$ cat config.mk
export PLATFORM = sky130hd
export DESIGN_NAME = commit_tracer
export DESIGN_NICKNAME = d
export VERILOG_FILES = /design/src/rtl/commit_tracer.sv
export SDC_FILE = /design/constraint.sdc
export NUM_CORES = 1
export LEC_CHECK = 0
export BUFFER_PORTS_ARGS = -buffer_cell sky130_fd_sc_hd__buf_2
export CORE_AREA = 2 2 481 483
export CTS_BUF_LIST = sky130_fd_sc_hd__clkbuf_8
export CTS_CLUSTER_DIAMETER = 40
export CTS_CLUSTER_SIZE = 14
export DETAILED_ROUTE_END_ITERATION = 10
export DIE_AREA = 0 0 483 485
export SLEW_MARGIN = 20
export SYNTH_ARGS = -nofsm -noshare
export SYNTH_HDL_FRONTEND = slang
export SYNTH_SLANG_ARGS = --single-unit
$ cat constraint.sdc
create_clock -name clk -period 3.85 [get_ports clk]
set_input_delay 0.1925 -clock clk [delete_from_list [all_inputs] [get_ports clk]]
set_output_delay 0.1925 -clock clk [all_outputs]
set_load 0.02 [all_outputs]
$ cat src/rtl/commit_tracer.sv
// Writeback commit tracer: registers each retired instruction, keeps a shadow GPR file,
// counts commits and tracks halt (self-loop plus delay slot) and watchdog hang.
module commit_tracer #(
    parameter int unsigned TIMEOUT = 4096
) (
    input  logic        clk,
    input  logic        resetn,
    input  logic        wb_valid,
    input  logic [31:0] wb_pc,
    input  logic [31:0] wb_instr,
    input  logic        wb_wen,
    input  logic [4:0]  wb_waddr,
    input  logic [31:0] wb_wdata,
    output logic        io_commit_valid,
    output logic [31:0] io_commit_pc,
    output logic [31:0] io_commit_instr,
    output logic [31:0] io_commit_gpr_0,
    output logic [31:0] io_commit_gpr_1,
    output logic [31:0] io_commit_gpr_2,
    output logic [31:0] io_commit_gpr_3,
    output logic [31:0] io_commit_gpr_4,
    output logic [31:0] io_commit_gpr_5,
    output logic [31:0] io_commit_gpr_6,
    output logic [31:0] io_commit_gpr_7,
    output logic [31:0] io_commit_gpr_8,
    output logic [31:0] io_commit_gpr_9,
    output logic [31:0] io_commit_gpr_10,
    output logic [31:0] io_commit_gpr_11,
    output logic [31:0] io_commit_gpr_12,
    output logic [31:0] io_commit_gpr_13,
    output logic [31:0] io_commit_gpr_14,
    output logic [31:0] io_commit_gpr_15,
    output logic [31:0] io_commit_gpr_16,
    output logic [31:0] io_commit_gpr_17,
    output logic [31:0] io_commit_gpr_18,
    output logic [31:0] io_commit_gpr_19,
    output logic [31:0] io_commit_gpr_20,
    output logic [31:0] io_commit_gpr_21,
    output logic [31:0] io_commit_gpr_22,
    output logic [31:0] io_commit_gpr_23,
    output logic [31:0] io_commit_gpr_24,
    output logic [31:0] io_commit_gpr_25,
    output logic [31:0] io_commit_gpr_26,
    output logic [31:0] io_commit_gpr_27,
    output logic [31:0] io_commit_gpr_28,
    output logic [31:0] io_commit_gpr_29,
    output logic [31:0] io_commit_gpr_30,
    output logic [31:0] io_commit_gpr_31,
    output logic [31:0] commit_count,
    output logic        halted,
    output logic        hung
);

    localparam logic [31:0] HALT_INSTR = 32'h1000FFFF;
    localparam int unsigned WD_W = $clog2(TIMEOUT + 1);
    localparam logic [WD_W-1:0] WD_LAST = WD_W'(TIMEOUT - 1);

    typedef enum logic [1:0] {RUN, HALT_DS, HALTED, HUNG} state_t;

    state_t            state, state_nxt;
    logic [WD_W-1:0]   wd;
    logic [31:1][31:0] regs;
    logic              active, accept, wd_expire;

    assign active    = (state == RUN) || (state == HALT_DS);
    assign accept    = wb_valid && active;
    // A commit landing on the last watchdog cycle wins over the timeout.
    assign wd_expire = active && !accept && (wd == WD_LAST);

    always_ff @(posedge clk or negedge resetn) begin
        if (!resetn) state <= RUN;
        else         state <= state_nxt;
    end

    always_comb begin
        state_nxt = state;
        case (state)
            RUN: begin
                if (accept && wb_instr == HALT_INSTR) state_nxt = HALT_DS;
                else if (wd_expire)                   state_nxt = HUNG;
            end
            HALT_DS: begin
                if (accept)         state_nxt = HALTED;
                else if (wd_expire) state_nxt = HUNG;
            end
            HALTED:  state_nxt = HALTED;
            default: state_nxt = HUNG;
        endcase
    end

    always_comb begin
        halted = (state == HALTED);
        hung   = (state == HUNG);
    end

    always_ff @(posedge clk or negedge resetn) begin
        if (!resetn)     wd <= '0;
        else if (accept) wd <= '0;
        else if (active && !wd_expire) wd <= wd + 1'b1;
    end

    always_ff @(posedge clk or negedge resetn) begin
        if (!resetn) begin
            io_commit_valid <= 1'b0;
            io_commit_pc    <= '0;
            io_commit_instr <= '0;
            commit_count    <= '0;
            regs            <= '0;
        end else begin
            io_commit_valid <= accept;
            if (accept) begin
                io_commit_pc    <= wb_pc;
                io_commit_instr <= wb_instr;
                commit_count    <= commit_count + 32'd1;
                if (wb_wen && wb_waddr != 5'd0) regs[wb_waddr] <= wb_wdata;
            end
        end
    end

    assign io_commit_gpr_0  = '0;
    assign io_commit_gpr_1  = regs[1];
    assign io_commit_gpr_2  = regs[2];
    assign io_commit_gpr_3  = regs[3];
    assign io_commit_gpr_4  = regs[4];
    assign io_commit_gpr_5  = regs[5];
    assign io_commit_gpr_6  = regs[6];
    assign io_commit_gpr_7  = regs[7];
    assign io_commit_gpr_8  = regs[8];
    assign io_commit_gpr_9  = regs[9];
    assign io_commit_gpr_10 = regs[10];
    assign io_commit_gpr_11 = regs[11];
    assign io_commit_gpr_12 = regs[12];
    assign io_commit_gpr_13 = regs[13];
    assign io_commit_gpr_14 = regs[14];
    assign io_commit_gpr_15 = regs[15];
    assign io_commit_gpr_16 = regs[16];
    assign io_commit_gpr_17 = regs[17];
    assign io_commit_gpr_18 = regs[18];
    assign io_commit_gpr_19 = regs[19];
    assign io_commit_gpr_20 = regs[20];
    assign io_commit_gpr_21 = regs[21];
    assign io_commit_gpr_22 = regs[22];
    assign io_commit_gpr_23 = regs[23];
    assign io_commit_gpr_24 = regs[24];
    assign io_commit_gpr_25 = regs[25];
    assign io_commit_gpr_26 = regs[26];
    assign io_commit_gpr_27 = regs[27];
    assign io_commit_gpr_28 = regs[28];
    assign io_commit_gpr_29 = regs[29];
    assign io_commit_gpr_30 = regs[30];
    assign io_commit_gpr_31 = regs[31];

endmodule

==> results.md, run 1 <==
- Outcome: completed
- Fin nets: 4,273
- Post-synth top area share: about 65%
- Cts bufs inserted: between 150 and 200
- First-pass GRT wire length: between 200 and 250 mm
- Netlist cell types: 53
- WL per Instance: about 23 µm
- WP data required: between 4 and 5 ns
- Crit share post-route: around three quarters
- Main flop type after synthesis: dfrtp_1
- Fin. Hold Viols: 0
- CP peak stage delay: between 0.7 and 0.8 ns
- Full die area: approximately 230,000 µm²
- Root Buffer: clkbuf_8
- Antenna violations before repair: 30
- Setup_tns: 0 ns
- Starting DRC count in detailed routing: roughly 1,400
- Setup WS pre-CTS: 1.06 ns
- Finished Layout Cells: approximately 7,400
- Max-capacitance violation count: 0
- CP bufs+invs: 1
- Pwr/cell area: about 430 nW/µm²
- Worst skew pair latency: between 0.9 and 1 ns
- Final wirelength: 172 mm
- Leak: approximately 0.032 µW
- Post-CTS setup buffers: 0
- Grt ovf: 0
- Gr usage total: about 14%
- Startpoint types: flop
- Routed vias/inst: around 4
- 1st-pass router iterations: 6
- Area Growth Syn to Fin: 37.4%
- Worst min path class: primary input to flop
- Syn Area/Cell: approximately 15 µm²
- CTS clock-pin slew for the worst setup and hold paths: about 0.080 ns
- Unrepaired setup endpoints after global routing: no
- Max_slew headroom: between 20% and 30%
- Ys Warns: 0
- Slew @ Worst Pin: roughly 1.1 ns
- Post-synth top area cell: dfrtp_1
- Synth cell count leaders: dfrtp_1 (1,104), mux2_2 (942), nand2_1 (229)
- Count leader, synth: dfrtp_1
- Via count: 29,313
- Max Buffers Root-to-Sink: 3
- Height of the die: around 490 µm
- Final WS setup: ~1.0 ns
- Number of synthesized flops with an enable pin: 0
- DRT antenna net count: 0
- Initial core utilization: between 10% and 20%
- CTS tree: built
- Placer Congestion: about 0.83
- Die width: around 480 µm
- CP delay by family, top: simple AND/OR/NAND/NOR gates
- Post-DP HPWL: 117 mm
- Number of I/O pins: between 1,000 and 1,500
- Worst EP arrival: approximately 3.6 ns
- CP max-delay cell: or3b_1
- Final clock skew: ~0.069 ns
- Max FO, Critical Path: 32
- # fillers: around 24,000
- Top post-synthesis cells by area: dfrtp_1 (65%), mux2_2 (25%), nand2_1 (2.0%)
- VDD IR max: 291 µV
- DR DRC count: 0
- Placed cells: 6,849
- Core Region: 229,000 µm²
- Yosys reg bits: ~1,100
- Crit end category: flop
- Setup violations, final: 0
- Synthesized netlist cell count: between 2,000 and 3,000
- Seq/Total Area, Yosys: between 60% and 70%
- Largest net degree at the start of global routing: about 110
- Worst-path cell chain: nand3b_4 -> or3b_1 -> nor2_4 -> buf_4 -> mux2_2
- CTS Sinks: around 1,100
- CP Class: flop to flop
- Num rows: approximately 180
- H-Tree Depth: 4
- Share of cells above drive strength 1: 59.5%
- Final min period: around 2.8 ns
- Ys async rst share: 100%
- Port Buffers: ~1,200
- Fmax: around 350 MHz
- Max-slew violation count: 0
- Netlist Area Pre-Place: approximately 42,000 µm²
- Vias in the first global route: between 30,000 and 40,000
==> worst register-to-register path, stage by stage, from the launching register on <==
cell      delay (ns)
dfrtp_1         0.41
nand3b_4        0.24
or3b_1          0.73
nor2_4          0.20
buf_4           0.57
mux2_2          0.52
==> metal layers <==
metal / vias to the layer above / track usage, % / share of wire, %
met4: 0 / 5.87 / 3.8
met3: 258 / 4.31 / 7.7
li1: 12363 / - / -
met2: 1367 / 25.0 / 50
met1: 15325 / 16.1 / 39
met5: - / 0 / 0
==> where the power goes <==
group / internal [µW] / switching, µW / total, µW
clock network: 6740 / 5790 / 12500
registers: 11600 / 12.7 / 11600
logic: 233 / 727 / 960
total: 18600 / 6530 / 25100
==> cells by family (layout without fill, tap and decap cells) <==
group | Yosys count | count (layout) | synth area share (%)
AO/OA/AOI/OAI | 28 | 28 | 0.486
XOR/XNOR | 31 | 31 | 0.643
adder cells (fa/ha/maj) | 2 | 2 | 0.0592
buffers and inverters | 255 | 1772 | 2.98
flip-flops | 1104 | 1104 | 65.4
multiplexers | 992 | 992 | 26.5
other | 1 | 45 | 0.00888
AND/OR/NAND/NOR | 353 | 353 | 3.96
==> final timing paths <==
check | start | endpoint | slack (ns) | cells after the start
setup / recovery | state[1] | io_commit_gpr_29[2] | 1.02 | 5
hold / removal | wb_wdata[16] | io_commit_gpr_12[16] | 0.09 | 2
setup reg to reg | state[1] | io_commit_gpr_29[2] | 1.02 | 5
hold reg to reg | io_commit_pc[18] | io_commit_pc[18] | 0.47 | 2
max in group asynchronous | resetn | io_commit_gpr_30[13] | 2.92 | 4
min in group asynchronous | resetn | io_commit_gpr_5[17] | 0.15 | 3
==> placed cells by master (no fill, tap or decap), types with 7 or more instances in the layout <==
cell / Yosys / routed
buf_2: 60 / 1193
dfrtp_1: 1104 / 1104
mux2_2: 942 / 942
nand2_1: 229 / 218
clkbuf_8: 0 / 184
dlygate4sd3_1: 0 / 169
buf_4: 42 / 66
mux2_1: 50 / 50
conb_1: 1 / 32
bufinv_16: 0 / 28
inv_6: 0 / 26
xnor2_1: 25 / 25
nand3_1: 24 / 22
nand4_1: 19 / 19
clkinv_4: 0 / 17
buf_12: 0 / 15
inv_1: 3 / 14
clkinv_2: 0 / 14
diode_2: 0 / 13
nor2_1: 15 / 12
clkinvlp_4: 0 / 12
nor2_4: 0 / 10
inv_8: 0 / 9
nor3_1: 8 / 8
nand2_2: 0 / 7
clkinv_8: 0 / 7
==> area by class of cell <==
type	count	area, µm²	area share, %
diodes	13	32.5	0.0561
clock buffers	184	2530	4.36
clock inverters	137	1900	3.28
inverters	6	22.5	0.0388
multi-input cells	1438	13600	23.5
flip-flops and latches	1104	27600	47.6
well taps	3026	3790	6.53
repair buffers	1445	8500	14.7
==> per-stage QoR <==
| stage | area (µm²) | hold WS [ns] | total power (µW) | util (%) |
|---|---|---|---|---|
| after CTS | 58000 | 0.000563 | 25500 | 25.3 |
| after floorplan | 42300 | -0.103 | 12100 | - |
| after global placement | 51800 | 0.271 | 12700 | 22.6 |
| after detailed placement | 51800 | 0.272 | 12700 | 22.6 |
| final | 58000 | 0.0868 | 25100 | 25.3 |
| after global routing | 58000 | 0.0402 | 26000 | 25.3 |
==> timing repair <==
item                                   in CTS  in global routing
endpoints found under the hold margin    1344                  0
gates resized for setup                     0                  0
hold buffers                              170                  0
Power figures use the tool's default switching activity.
==> run 2: changes to the inputs <==
--- a/config.mk
+++ b/config.mk
@@ -5,13 +5,14 @@
 export SDC_FILE = /design/constraint.sdc
 export NUM_CORES = 1
 export LEC_CHECK = 0
+export ABC_AREA = 1
 export BUFFER_PORTS_ARGS = -buffer_cell sky130_fd_sc_hd__buf_2
-export CORE_AREA = 2 2 481 483
+export CORE_AREA = 2 2 472 474
 export CTS_BUF_LIST = sky130_fd_sc_hd__clkbuf_8
 export CTS_CLUSTER_DIAMETER = 40
 export CTS_CLUSTER_SIZE = 14
 export DETAILED_ROUTE_END_ITERATION = 10
-export DIE_AREA = 0 0 483 485
+export DIE_AREA = 0 0 474 476
 export SLEW_MARGIN = 20
 export SYNTH_ARGS = -nofsm -noshare
 export SYNTH_HDL_FRONTEND = slang
==> constraint.sdc (replaced) <==
create_clock -name clk -period 2.5 [get_ports clk]
set_input_delay 0.125 -clock clk [delete_from_list [all_inputs] [get_ports clk]]
set_output_delay 0.125 -clock clk [all_outputs]
set_load 0.02 [all_outputs]
==> results.md, run 2 <==
- CP max-delay cell: dlygate4sd3_1
- Crit share post-route: 92.5% (+19 points)
- First-pass GRT wire length: 254 mm (+6.5%)
- Port Buffers: 1,195 (unchanged)
- Root Buffer: clkbuf_8
- Max_slew headroom: 34.0% (+10 points)
- Antenna violations before repair: 35 (+17%)
- Area occupied by multi-input gates: 11,400 µm² (-16%)
- Max-slew violation count: 0 (unchanged)
- WP data required: 3.29 ns (-1.33 ns)
- Ys async rst share: 100% (unchanged)
- Count leader, synth: nand2_1
- CP endpoint: io_commit_gpr_14[4]
- Outcome: completed
- WL per Instance: 21.3 µm (-9.3%)
- Worst skew pair latency: 0.91 ns (-0.02 ns)
- Vias in the first global route: 34,783 (+12%)
- Worst hold path stage count: 4 (+2)
- DR DRC count: 0 (unchanged)
- Startpoint types: flop
- Register area: 27,600 µm² (unchanged)
- Gr usage total: 15.6% (+1.3 points)
- Yosys reg bits: 1,104 (unchanged)
- Grt ovf: 0 (unchanged)
- Post-synth top area cell: dfrtp_1
- Post-DP HPWL: 126 mm (+8.2%)
- Fin nets: 5,574 (+30%)
- Register-to-Register Setup Slack: 0.19 ns (-0.83 ns)
- Commonest non-fill, non-tap cell in the layout: nand2_1
- Via count: 35,776 (+22%)
- Slew @ Worst Pin: 0.990 ns (-0.155 ns)
- Max-capacitance violation count: 0 (unchanged)
- Worst-path cell chain: inv_2 -> nand2_4 -> nor2_1 -> nand2_1 -> inv_2 -> buf_6 -> nand2_2 -> buf_12 -> nand2_1 -> o21ai_0 -> dlygate4sd3_1
- Largest net degree at the start of global routing: 89 (-16%)
- Worst min path class: primary input to flop
- Leak: 0.0292 µW (-9.3%)
- Syn Area/Cell: 9.95 µm² (-35%)
- Total power: 49,300 µW (+96%)
- Synth cell count leaders: nand2_1 (1,343), dfrtp_1 (1,104), o21ai_0 (976)
- Final min period: 2.31 ns (-0.517 ns)
- Max FO, Critical Path: 40 (+25%)
- Pwr/cell area: 866 nW/µm² (+100%)
- CTS tree: built
- DRT antenna net count: 0 (unchanged)
- Height of the die: 476 µm (-1.9%)
- Fin. Hold Viols: 0 (unchanged)
- R2r startpoint: state[1]
- Max Buffers Root-to-Sink: 3 (unchanged)
- # fillers: 23,527 (-0.88%)
- Critical Path Start: state[1]
- Core Region: 221,000 µm² (-3.5%)
- Unrepaired setup endpoints after global routing: no
- Crit end category: flop
- Stages on worst setup path: 11 (+6)
- CP peak stage delay: 0.56 ns (-0.17 ns)
- Routed vias/inst: 4.15 (+4.2%)
- Starting DRC count in detailed routing: 3,048 (+120%)
- Num rows: 173 (-1.7%)
- H-Tree Depth: 4 (unchanged)
- Post-synth top area share: 68.0% (+2.6 points)
- CTS clock-pin slew for the worst setup and hold paths: 0.07 ns (about the same)
- Final wirelength: 183 mm (+6.2%)
- Die width: 474 µm (-1.9%)
- Full die area: 226,000 µm² (-3.7%)
- Cts bufs inserted: 172 (+0.58%)
- Top post-synthesis cells by area: dfrtp_1 (68%), nand2_1 (12%), o21ai_0 (12%)
- Reg-to-reg endpoint: io_commit_gpr_14[4]
- Share of cells above drive strength 1: 30.7% (-29 points)
- Initial core utilization: 18.4% (-0.051 points)
- Number of I/O pins: 1,228 (unchanged)
- 1st-pass router iterations: 6 (unchanged)
- CP delay by family, top: buffers and inverters
- Synthesized netlist cell count: 4,086 (+48%)
- Placer Congestion: 0.865 (+4.1%)
- VDD IR max: 535 µV (+84%)
- Main flop type after synthesis: dfrtp_1
- R2R cell count: 11 (+6)
- Ys Warns: 0 (unchanged)
- Min Hold Slack: 0.170 ns (+0.0833 ns)
- Fmax: 432 MHz (+22%)
- CP Class: flop to flop
- Area Growth Syn to Fin: 40.0%
- Number of synthesized flops with an enable pin: 0 (unchanged)
- Setup_tns: 0 ns (unchanged)
- Seq/Total Area, Yosys: 68.0% (+2.6 points)
- Worst EP arrival: 3.11 ns (-0.49 ns)
- Netlist cell types: 25 (-53%)
- Final clock skew: 0.0580 ns (-0.0110 ns)
- Most frequent cells in the layout: nand2_1 (1,342), buf_2 (1,194), dfrtp_1 (1,104), o21ai_0 (976), clkbuf_8 (187)
- Setup violations, final: 0 (unchanged)
- CTS Sinks: 1,104 (unchanged)
- Netlist Area Pre-Place: 40,600 µm² (-3.8%)
- CP bufs+invs: 5 (+4)
-- run 2: changes by cell type in the layout (fill, tap and decap cells not counted), moves of 33 or more --
cell / before / now
buf_12: 15 / 56
nor2_1: 12 / 94
inv_1: 14 / 55
mux2_2: 942 / 0
inv_2: 2 / 35
mux2_1: 50 / 0
nand2_1: 218 / 1342
o21ai_0: 4 / 976
-- run 2: logic make-up after synthesis --
kind of cell | count (synthesis) | synth area share, %
and+or+nand+nor | 1527 | 14.6
adders and majority gates | 2 | 0.0616
other | 1 | 0.00923
buffers and inverters | 420 | 4.38
xor gates and xnor gates | 24 | 0.517
DFF | 1104 | 68.0
AOI/OAI and AO/OA | 1008 | 12.4
-- run 2: worst min path at each step --
stage	from	end	slack, ns
2_1_floorplan	resetn	commit_count[0]	-0.17
3_3_place_gp	resetn	io_commit_gpr_8[9]	0.18
3_5_place_dp	resetn	io_commit_gpr_8[9]	0.19
4_1_cts	wb_valid	state[1]	0.04
5_1_grt	wb_valid	state[1]	0.11
6_report	wb_valid	state[1]	0.17
-- run 2: where the power goes --
part	switching, µW	total, µW	leakage [µW]	internal (µW)
Combinational	6470	9280	0.0124	2810
Sequential	1330	21400	0.0147	20000
Clock	8790	18600	0.00210	9840
Total	16600	49300	0.0292	32700
-- run 2: worst min-delay path, cell delays in order --
cell and delay [ns]:
dlygate4sd3_1 0.57, buf_2 0.19, nand2_1 0.08, nand2_1 0.06
-- run 2: per-stage QoR --
stage / cells / cell area (µm²) / util (%) / setup WS, ns
5_1_grt: 8597 / 56900 / 25.7 / 0.0328
2_1_floorplan: 4117 / 40800 / - / 0.713
3_3_place_gp: 8096 / 50900 / 23.0 / 0.236
6_report: 8613 / 56900 / 25.7 / 0.187
3_5_place_dp: 8097 / 50900 / 23.0 / 0.211
4_1_cts: 8588 / 56800 / 25.7 / 0.0168
-- run 2: what timing repair did --
| item | 4_1_cts | 5_1_grt |
|---|---|---|
| setup endpoints to repair | 0 | 1 |
| resized for setup | 0 | 2 |
| setup buffers | 0 | 0 |
| hold buffers | 171 | 0 |
| endpoints found under the hold margin | 2084 | 0 |
-- run 2: cell type report --
| cell class | count | area share, % |
|---|---|---|
| repair buffers | 1512 | 16.7 |
| flip-flops and latches | 1104 | 48.6 |
| multi-input cells | 2593 | 20.1 |
| inverters | 84 | 0.554 |
| well taps | 2975 | 6.54 |
| clock inverters | 133 | 2.91 |
| diodes | 25 | 0.110 |
| clock buffers | 187 | 4.52 |
-- run 2: metal layers --
metal	routed length (µm)	track usage, %	up-vias
li1	-	-	15969
met1	73800	19.3	17433
met2	82600	24.5	1966
met3	17900	4.78	404
met4	8790	7.73	4
met5	27	0	-
